--- src/rtl/cbfp_denorm.sv ---
// cbfp_denorm: final CBFP de-normalisation stage at the FFT output.
// Two-stage valid/ready pipeline. S1 captures the sample and the summed
// shift index. S2 applies (x <<< SHIFT_BIAS) >>> S and fits the result
// to BW_OUT bits. A frame counter drives out_last, and sat_flag is a
// sticky out-of-range indicator.
// Optional feature macro: CBFP_DENORM_SAT_EN.
//   Defined:   out-of-range results clamp to the BW_OUT signed limits.
//   Undefined: out-of-range results wrap (two's complement).
//              sat_flag still reports the wrap events.
module cbfp_denorm #(
  parameter int N          = 512,
  parameter int BW_IN      = 13,
  parameter int BW_OUT     = 16,
  parameter int BW_IDX     = 5,
  parameter int SHIFT_BIAS = 12
) (
  input  logic              clk,
  input  logic              rstn,
  input  logic              in_valid,
  output logic              in_ready,
  input  logic [BW_IN-1:0]  in_re,
  input  logic [BW_IN-1:0]  in_im,
  input  logic [BW_IDX-1:0] in_idx0,
  input  logic [BW_IDX-1:0] in_idx1,
  output logic              out_valid,
  input  logic              out_ready,
  output logic [BW_OUT-1:0] out_re,
  output logic [BW_OUT-1:0] out_im,
  output logic              out_last,
  output logic              sat_flag,
  input  logic              clr_sat
);

  localparam int BW_W   = BW_IN + SHIFT_BIAS;
  localparam int BW_S   = BW_IDX + 1;
  localparam int BW_CNT = $clog2(N);
  localparam logic [BW_S-1:0]   S_LIM    = BW_S'(BW_W);
  localparam logic [BW_CNT-1:0] CNT_LAST = BW_CNT'(N - 1);
  localparam logic [BW_CNT-1:0] CNT_ONE  = {{(BW_CNT-1){1'b0}}, 1'b1};

  // Pre-shift left by SHIFT_BIAS, then shift right arithmetically by s.
  // Shifts of the full width or more collapse to the sign (0 or -1).
  function automatic logic [BW_W-1:0] denorm_shift(input logic [BW_IN-1:0] x,
                                                   input logic [BW_S-1:0]  s);
    logic signed [BW_W-1:0] w;
    w = $signed({x, {SHIFT_BIAS{1'b0}}});
    if (s >= S_LIM) begin
      w = {BW_W{w[BW_W-1]}};
    end else begin
      w = w >>> s;
    end
    return w;
  endfunction

  // The value fits in BW_OUT only when every bit from BW_OUT-1 upward matches the sign.
  function automatic logic out_of_range(input logic [BW_W-1:0] w);
    logic [BW_W-BW_OUT:0] top;
    top = w[BW_W-1:BW_OUT-1];
    return !((&top) || !(|top));
  endfunction

  // Reduce the wide value to BW_OUT bits, either by clamping or by wrapping.
  function automatic logic [BW_OUT-1:0] fit_out(input logic [BW_W-1:0] w);
`ifdef CBFP_DENORM_SAT_EN
    if (out_of_range(w)) begin
      if (w[BW_W-1]) begin
        return {1'b1, {(BW_OUT-1){1'b0}}};
      end else begin
        return {1'b0, {(BW_OUT-1){1'b1}}};
      end
    end else begin
      return w[BW_OUT-1:0];
    end
`else
    return w[BW_OUT-1:0];
`endif
  endfunction

  logic              s1_valid_q, s1_valid_d;
  logic [BW_IN-1:0]  s1_re_q, s1_re_d, s1_im_q, s1_im_d;
  logic [BW_S-1:0]   s1_s_q, s1_s_d;
  logic              s2_valid_q, s2_valid_d;
  logic [BW_OUT-1:0] s2_re_q, s2_re_d, s2_im_q, s2_im_d;
  logic [BW_CNT-1:0] cnt_q, cnt_d;
  logic              sat_q, sat_d;
  logic              s1_ld, s2_ld, out_xfer, sat_set;
  logic [BW_W-1:0]   w_re, w_im;

  // Handshake decisions and next state for both stages, the counter and the sticky flag.
  always_comb begin
    out_xfer   = s2_valid_q && out_ready;
    s2_ld      = !s2_valid_q || out_ready;
    s1_ld      = !s1_valid_q || s2_ld;
    w_re       = denorm_shift(s1_re_q, s1_s_q);
    w_im       = denorm_shift(s1_im_q, s1_s_q);
    sat_set    = s2_ld && s1_valid_q && (out_of_range(w_re) || out_of_range(w_im));
    s1_valid_d = s1_valid_q;
    s1_re_d    = s1_re_q;
    s1_im_d    = s1_im_q;
    s1_s_d     = s1_s_q;
    s2_valid_d = s2_valid_q;
    s2_re_d    = s2_re_q;
    s2_im_d    = s2_im_q;
    cnt_d      = cnt_q;
    sat_d      = sat_q;

    if (s1_ld) begin
      s1_valid_d = in_valid;
      if (in_valid) begin
        s1_re_d = in_re;
        s1_im_d = in_im;
        s1_s_d  = {1'b0, in_idx0} + {1'b0, in_idx1};
      end else begin
        s1_s_d = s1_s_q;
      end
    end else begin
      s1_valid_d = s1_valid_q;
    end

    if (s2_ld) begin
      s2_valid_d = s1_valid_q;
      if (s1_valid_q) begin
        s2_re_d = fit_out(w_re);
        s2_im_d = fit_out(w_im);
      end else begin
        s2_re_d = s2_re_q;
      end
    end else begin
      s2_valid_d = s2_valid_q;
    end

    if (out_xfer) begin
      cnt_d = cnt_q + CNT_ONE;
    end else begin
      cnt_d = cnt_q;
    end

    // A new saturation event takes priority over a clear in the same cycle.
    if (sat_set) begin
      sat_d = 1'b1;
    end else if (clr_sat) begin
      sat_d = 1'b0;
    end else begin
      sat_d = sat_q;
    end
  end

  // State registers; reset empties the pipeline and restarts the frame count.
  always_ff @(posedge clk or negedge rstn) begin
    if (!rstn) begin
      s1_valid_q <= 1'b0;
      s1_re_q    <= {BW_IN{1'b0}};
      s1_im_q    <= {BW_IN{1'b0}};
      s1_s_q     <= {BW_S{1'b0}};
      s2_valid_q <= 1'b0;
      s2_re_q    <= {BW_OUT{1'b0}};
      s2_im_q    <= {BW_OUT{1'b0}};
      cnt_q      <= {BW_CNT{1'b0}};
      sat_q      <= 1'b0;
    end else begin
      s1_valid_q <= s1_valid_d;
      s1_re_q    <= s1_re_d;
      s1_im_q    <= s1_im_d;
      s1_s_q     <= s1_s_d;
      s2_valid_q <= s2_valid_d;
      s2_re_q    <= s2_re_d;
      s2_im_q    <= s2_im_d;
      cnt_q      <= cnt_d;
      sat_q      <= sat_d;
    end
  end

  assign in_ready  = s1_ld;
  assign out_valid = s2_valid_q;
  assign out_re    = s2_re_q;
  assign out_im    = s2_im_q;
  assign out_last  = s2_valid_q && (cnt_q == CNT_LAST);
  assign sat_flag  = sat_q;

endmodule

--- config.mk ---
export PLATFORM = sky130hd
export DESIGN_NAME = cbfp_denorm
export DESIGN_NICKNAME = d
export VERILOG_FILES = /design/src/rtl/cbfp_denorm.sv
export SDC_FILE = /design/constraint.sdc
export NUM_CORES = 1
export LEC_CHECK = 0
export ABC_AREA = 0
export CELL_PAD_IN_SITES_DETAIL_PLACEMENT = 0
export CELL_PAD_IN_SITES_GLOBAL_PLACEMENT = 1
export CORE_MARGIN = 1.5
export CORE_UTILIZATION = 38
export CTS_CLUSTER_SIZE = 10
export DETAILED_ROUTE_END_ITERATION = 8
export HOLD_SLACK_MARGIN = 0.15
export PLACE_DENSITY = 0.84
export SLEW_MARGIN = 20
export SYNTH_ARGS = -nofsm -noshare
export SYNTH_HDL_FRONTEND = slang
export SYNTH_SLANG_ARGS = --single-unit
--- constraint.sdc ---
create_clock -name clk -period 2.45 [get_ports clk]
set_input_delay 0.3675 -clock clk [delete_from_list [all_inputs] [get_ports clk]]
set_output_delay 0.3675 -clock clk [all_outputs]
set_load 0.005 [all_outputs]
==> impl_metrics.yaml <==
status:
  outcome: "finished, violations left"
  failing_checks: "setup timing"
setup_path:
  setup.worst_path.end_class: "flip-flop"
  arrival_ps: 2810
  setup.reg_to_reg.worst_slack_ps: -140
  timing.setup.critical_path_class: "flip-flop to flip-flop"
  start_kind: "flip-flop"
  critical_path.max_fanout: 5
  crit_required_ps: 2680
floorplanning:
  initial_core_util: 0.394
  placeableCoreArea_mm2: 0.0128
  die_area_mm2: 0.0139
  row_cnt: 41
  ios: 77
  die_height_um: 118
  die-width_um: 118
logic_synthesis:
  yosysWarningCount: 0
  synthCells: 517
  syn_avg_cell_area_um2: 9.73
  netlist_area_mm2: 0.00503
  synth_enable_flop_cells: 0
  synth-seq-area-share: 0.378
  post_synth_and_or_nand_nor_area_fraction: 0.131
  synth_fa_ha_area_frac: 0.0214
  synth_top_family_by_area: "multiplexers"
  yosys_most_used_dff: "sky130_fd_sc_hd__dfrtp_1"
  asyncSetResetFlopFracSynth: 1.00
  muxShareOfSynthArea: 0.223
  synth_cell_types: 63
  synth_fp_nets: 566
  synth_seq_cells: 76
  synth_compound_gate_area_share: 0.175
  synthXorXnorAreaFrac: 0.0261
layout:
  layout_area_overhead_pct: 33.9
  finalCoreUtilization: 0.527
  nNetsFinal: 671
  antenna-diode-count: 0
  fillerInstances: 1150
  layoutNonFillerInstCount: 799
  drive_above_1_share: 0.242
route:
  routed_wirelength_um: 13200
  route.detailed.drc: 0
  final_antenna_net_count: 0
  firstDrtPassIters: 5
  detail_route.wl_per_cell_um: 16.5
  num_vias: 4377
  drt-vias-per-instance: 5.48
  detailedRoute.firstIterationViolations: 348
sta:
  final_hold_viol_count: 0
  setup-violations-final: 1
  worst_pin_slew_ps: 764
  final.period_utilization: 1.06
  maxSlewViolCount: 0
  min_period_ps: 2590
  post-route-worst-setup-slack_ps: -137
  slew-limit-headroom: 0.491
  rsz0062_at_grt: "true"
  fmax_mhz: 387
  timing.clock.skew_ps: 8.74
power_and_ir_drop:
  internal-power_mw: 4.02
  net_switching_power_mw: 2.28
  p_per_area_mw_per_mm2: 935
  power.share.sequential: 0.304
  p_leak_nw: 2.83
  switching_share: 0.361
  design_power_total_mw: 6.30
  share_comb_of_total_power: 0.473
  ir_drop_mv: 0.346
  p_clk_frac: 0.223
global_route:
  grtUsageTotal: 0.192
  grt_util_met1: 0.271
  grt_antenna_before_repair: 0
  grt.met3_usage: 0.0252
  grtUsageMet2: 0.307
  globalRoute.busiestLayer: "met2"
  first_global_vias: 4239
  grt_overflow: 0
  grt_max_degree: 60
  grt_pass1_wl_um: 21700
cts:
  worst_skew_pair.late_latency_ps: 350
  cts_tree: "yes"
  htree_depth: 3
  clk_transition_reported_paths_ps: 70
  max-clock-path-buffers: 2
  cts_root_buf: "sky130_fd_sc_hd__clkbuf_16"
  tritoncts_num_sinks: 76
  cts_made_buffers: 9
job:
  number_of_max_cap_violations: 0
place:
  port_buffers: 76
  post-dp-hpwl_um: 9930
  placed_cells: 772
  placer_congestion_estimate: 0.930
hold_path:
  timing.hold.worst.class: "flip-flop to flip-flop"
what timing repair did:
| item | in CTS | in global routing |
|---|---|---|
| hold endpoints to repair | 31 | 0 |
| hold buffers | 1 | 0 |
| pin swaps | 1 | 6 |
| endpoints found under the setup margin | 2 | 6 |
| setup buffers | 4 | 5 |
| gates cloned | 0 | 1 |
| gates resized for setup | 4 | 14 |
layout by cell type, fill, tap and decap left out, types with 8 or more instances in the layout:
| cell type | synthesis | routed |
|---|---|---|
| sky130_fd_sc_hd__nor2_1 | 20 | 20 |
| sky130_fd_sc_hd__xnor2_1 | 8 | 8 |
| sky130_fd_sc_hd__dfrtp_1 | 76 | 75 |
| sky130_fd_sc_hd__buf_4 | 1 | 52 |
| sky130_fd_sc_hd__mux4_2 | 15 | 16 |
| sky130_fd_sc_hd__o21ai_1 | 43 | 43 |
| sky130_fd_sc_hd__clkdlybuf4s50_1 | 0 | 75 |
| sky130_fd_sc_hd__a21oi_1 | 23 | 23 |
| sky130_fd_sc_hd__o21ai_0 | 17 | 17 |
| sky130_fd_sc_hd__mux2_2 | 39 | 40 |
| sky130_fd_sc_hd__mux2i_1 | 20 | 17 |
| sky130_fd_sc_hd__nand2_1 | 76 | 75 |
| sky130_fd_sc_hd__inv_1 | 9 | 9 |
| sky130_fd_sc_hd__clkbuf_16 | 0 | 10 |
kinds of logic after synthesis:
logic type | after synthesis
adders and majority gates | 8
muxes | 84
buffers and inverters | 53
xor gates and xnor gates | 15
DFF | 76
and+or+nand+nor | 142
AOI/OAI and AO/OA | 139
metal layers:
metal | part of all wire | wire length, um
met1 | 0.48 | 6380
met3 | 0.044 | 588
met5 | 0 | 0
met2 | 0.46 | 6050
met4 | 0.015 | 199
power groups by stage:
| stage | combinational (mW) | sequential [mW] | clock [mW] |
|---|---|---|---|
| finish | 2.98 | 1.91 | 1.41 |
| global route | 3.24 | 1.97 | 1.51 |
| detailed placement | 2.79 | 1.95 | 0 |
| CTS | 2.86 | 1.91 | 1.44 |
| floorplan | 1.66 | 1.84 | 0 |
| global placement | 2.74 | 1.92 | 0 |
synth_stat cells, drive strengths merged, types with 3 or more instances:
| library cell | instances | area (um2) |
|---|---|---|
| a211oi | 3 | 22.5 |
| a21o | 3 | 22.5 |
| a21oi | 23 | 115 |
| a221oi | 5 | 50.0 |
| a222oi | 7 | 70.1 |
| a22o | 4 | 35.0 |
| a31oi | 4 | 25.0 |
| and2 | 6 | 37.5 |
| buf | 14 | 77.6 |
| clkbuf | 29 | 109 |
| dfrtp | 76 | 1900 |
| ha | 7 | 87.6 |
| inv | 10 | 37.5 |
| mux2 | 47 | 533 |
| mux2i | 20 | 200 |
| mux4 | 17 | 390 |
| nand2 | 76 | 285 |
| nand2b | 5 | 31.3 |
| nand3 | 7 | 35.0 |
| nand4 | 6 | 37.5 |
| nor2 | 20 | 75.1 |
| nor2b | 4 | 25.0 |
| nor3 | 4 | 20.0 |
| o21ai | 60 | 300 |
| o22ai | 7 | 43.8 |
| o31ai | 4 | 30.0 |
| xnor2 | 8 | 70.1 |
| xor2 | 7 | 61.3 |
flip-flops by register name, indices dropped and copies added, names as in the netlist:
signal and flops:
s1_im_q 13, out_im 16, out_valid 1, s1_valid_q 1, out_re 16, s1_re_q 13
sat_flag 1, cnt_q 9, s1_s_q 6
metrics by stage:
stage / hold WS, ps / setup WS (ps) / TNS, ps / area (um2)
2_1_floorplan: 71.9 / -14.4 / -14.4 / 5030
3_3_place_gp: 461 / -160 / -160 / 6240
3_5_place_dp: 461 / -215 / -260 / 6240
4_1_cts: 473 / -97.5 / -97.5 / 6620
5_1_grt: 482 / -180 / -187 / 6740
6_report: 473 / -137 / -137 / 6740
final timing paths:
path | cells past startpoint | end | startpoint
hold reg to reg | 1 | cnt_q[7] | cnt_q[7]
setup reg to reg | 6 | sat_flag | s1_s_q[0]
setup / recovery | 6 | sat_flag | s1_s_q[0]
max in group asynchronous | 3 | out_re[8] | rstn
hold / removal | 1 | cnt_q[7] | cnt_q[7]
min in group asynchronous | 2 | s1_im_q[9] | rstn
layout make-up:
class | instances | area (um2) | share of cell area
multi-input combinational | 388 | 2950 | 0.439
sequential | 76 | 1900 | 0.283
timing repair buffer | 137 | 1310 | 0.195
clock buffer | 9 | 225 | 0.0334
tap | 172 | 215 | 0.0320
clock inverter | 7 | 87.6 | 0.0130
inverter | 10 | 37.5 | 0.00557
critical path, cell delays in order (launching register included):
cell and delay (ps):
sky130_fd_sc_hd__dfrtp_2 440, sky130_fd_sc_hd__buf_12 140, sky130_fd_sc_hd__mux4_2 510, sky130_fd_sc_hd__or4b_4 520, sky130_fd_sc_hd__or4_4 420, sky130_fd_sc_hd__a22o_1 190
sky130_fd_sc_hd__a211o_1 250
(Power assumes the default switching activity.)
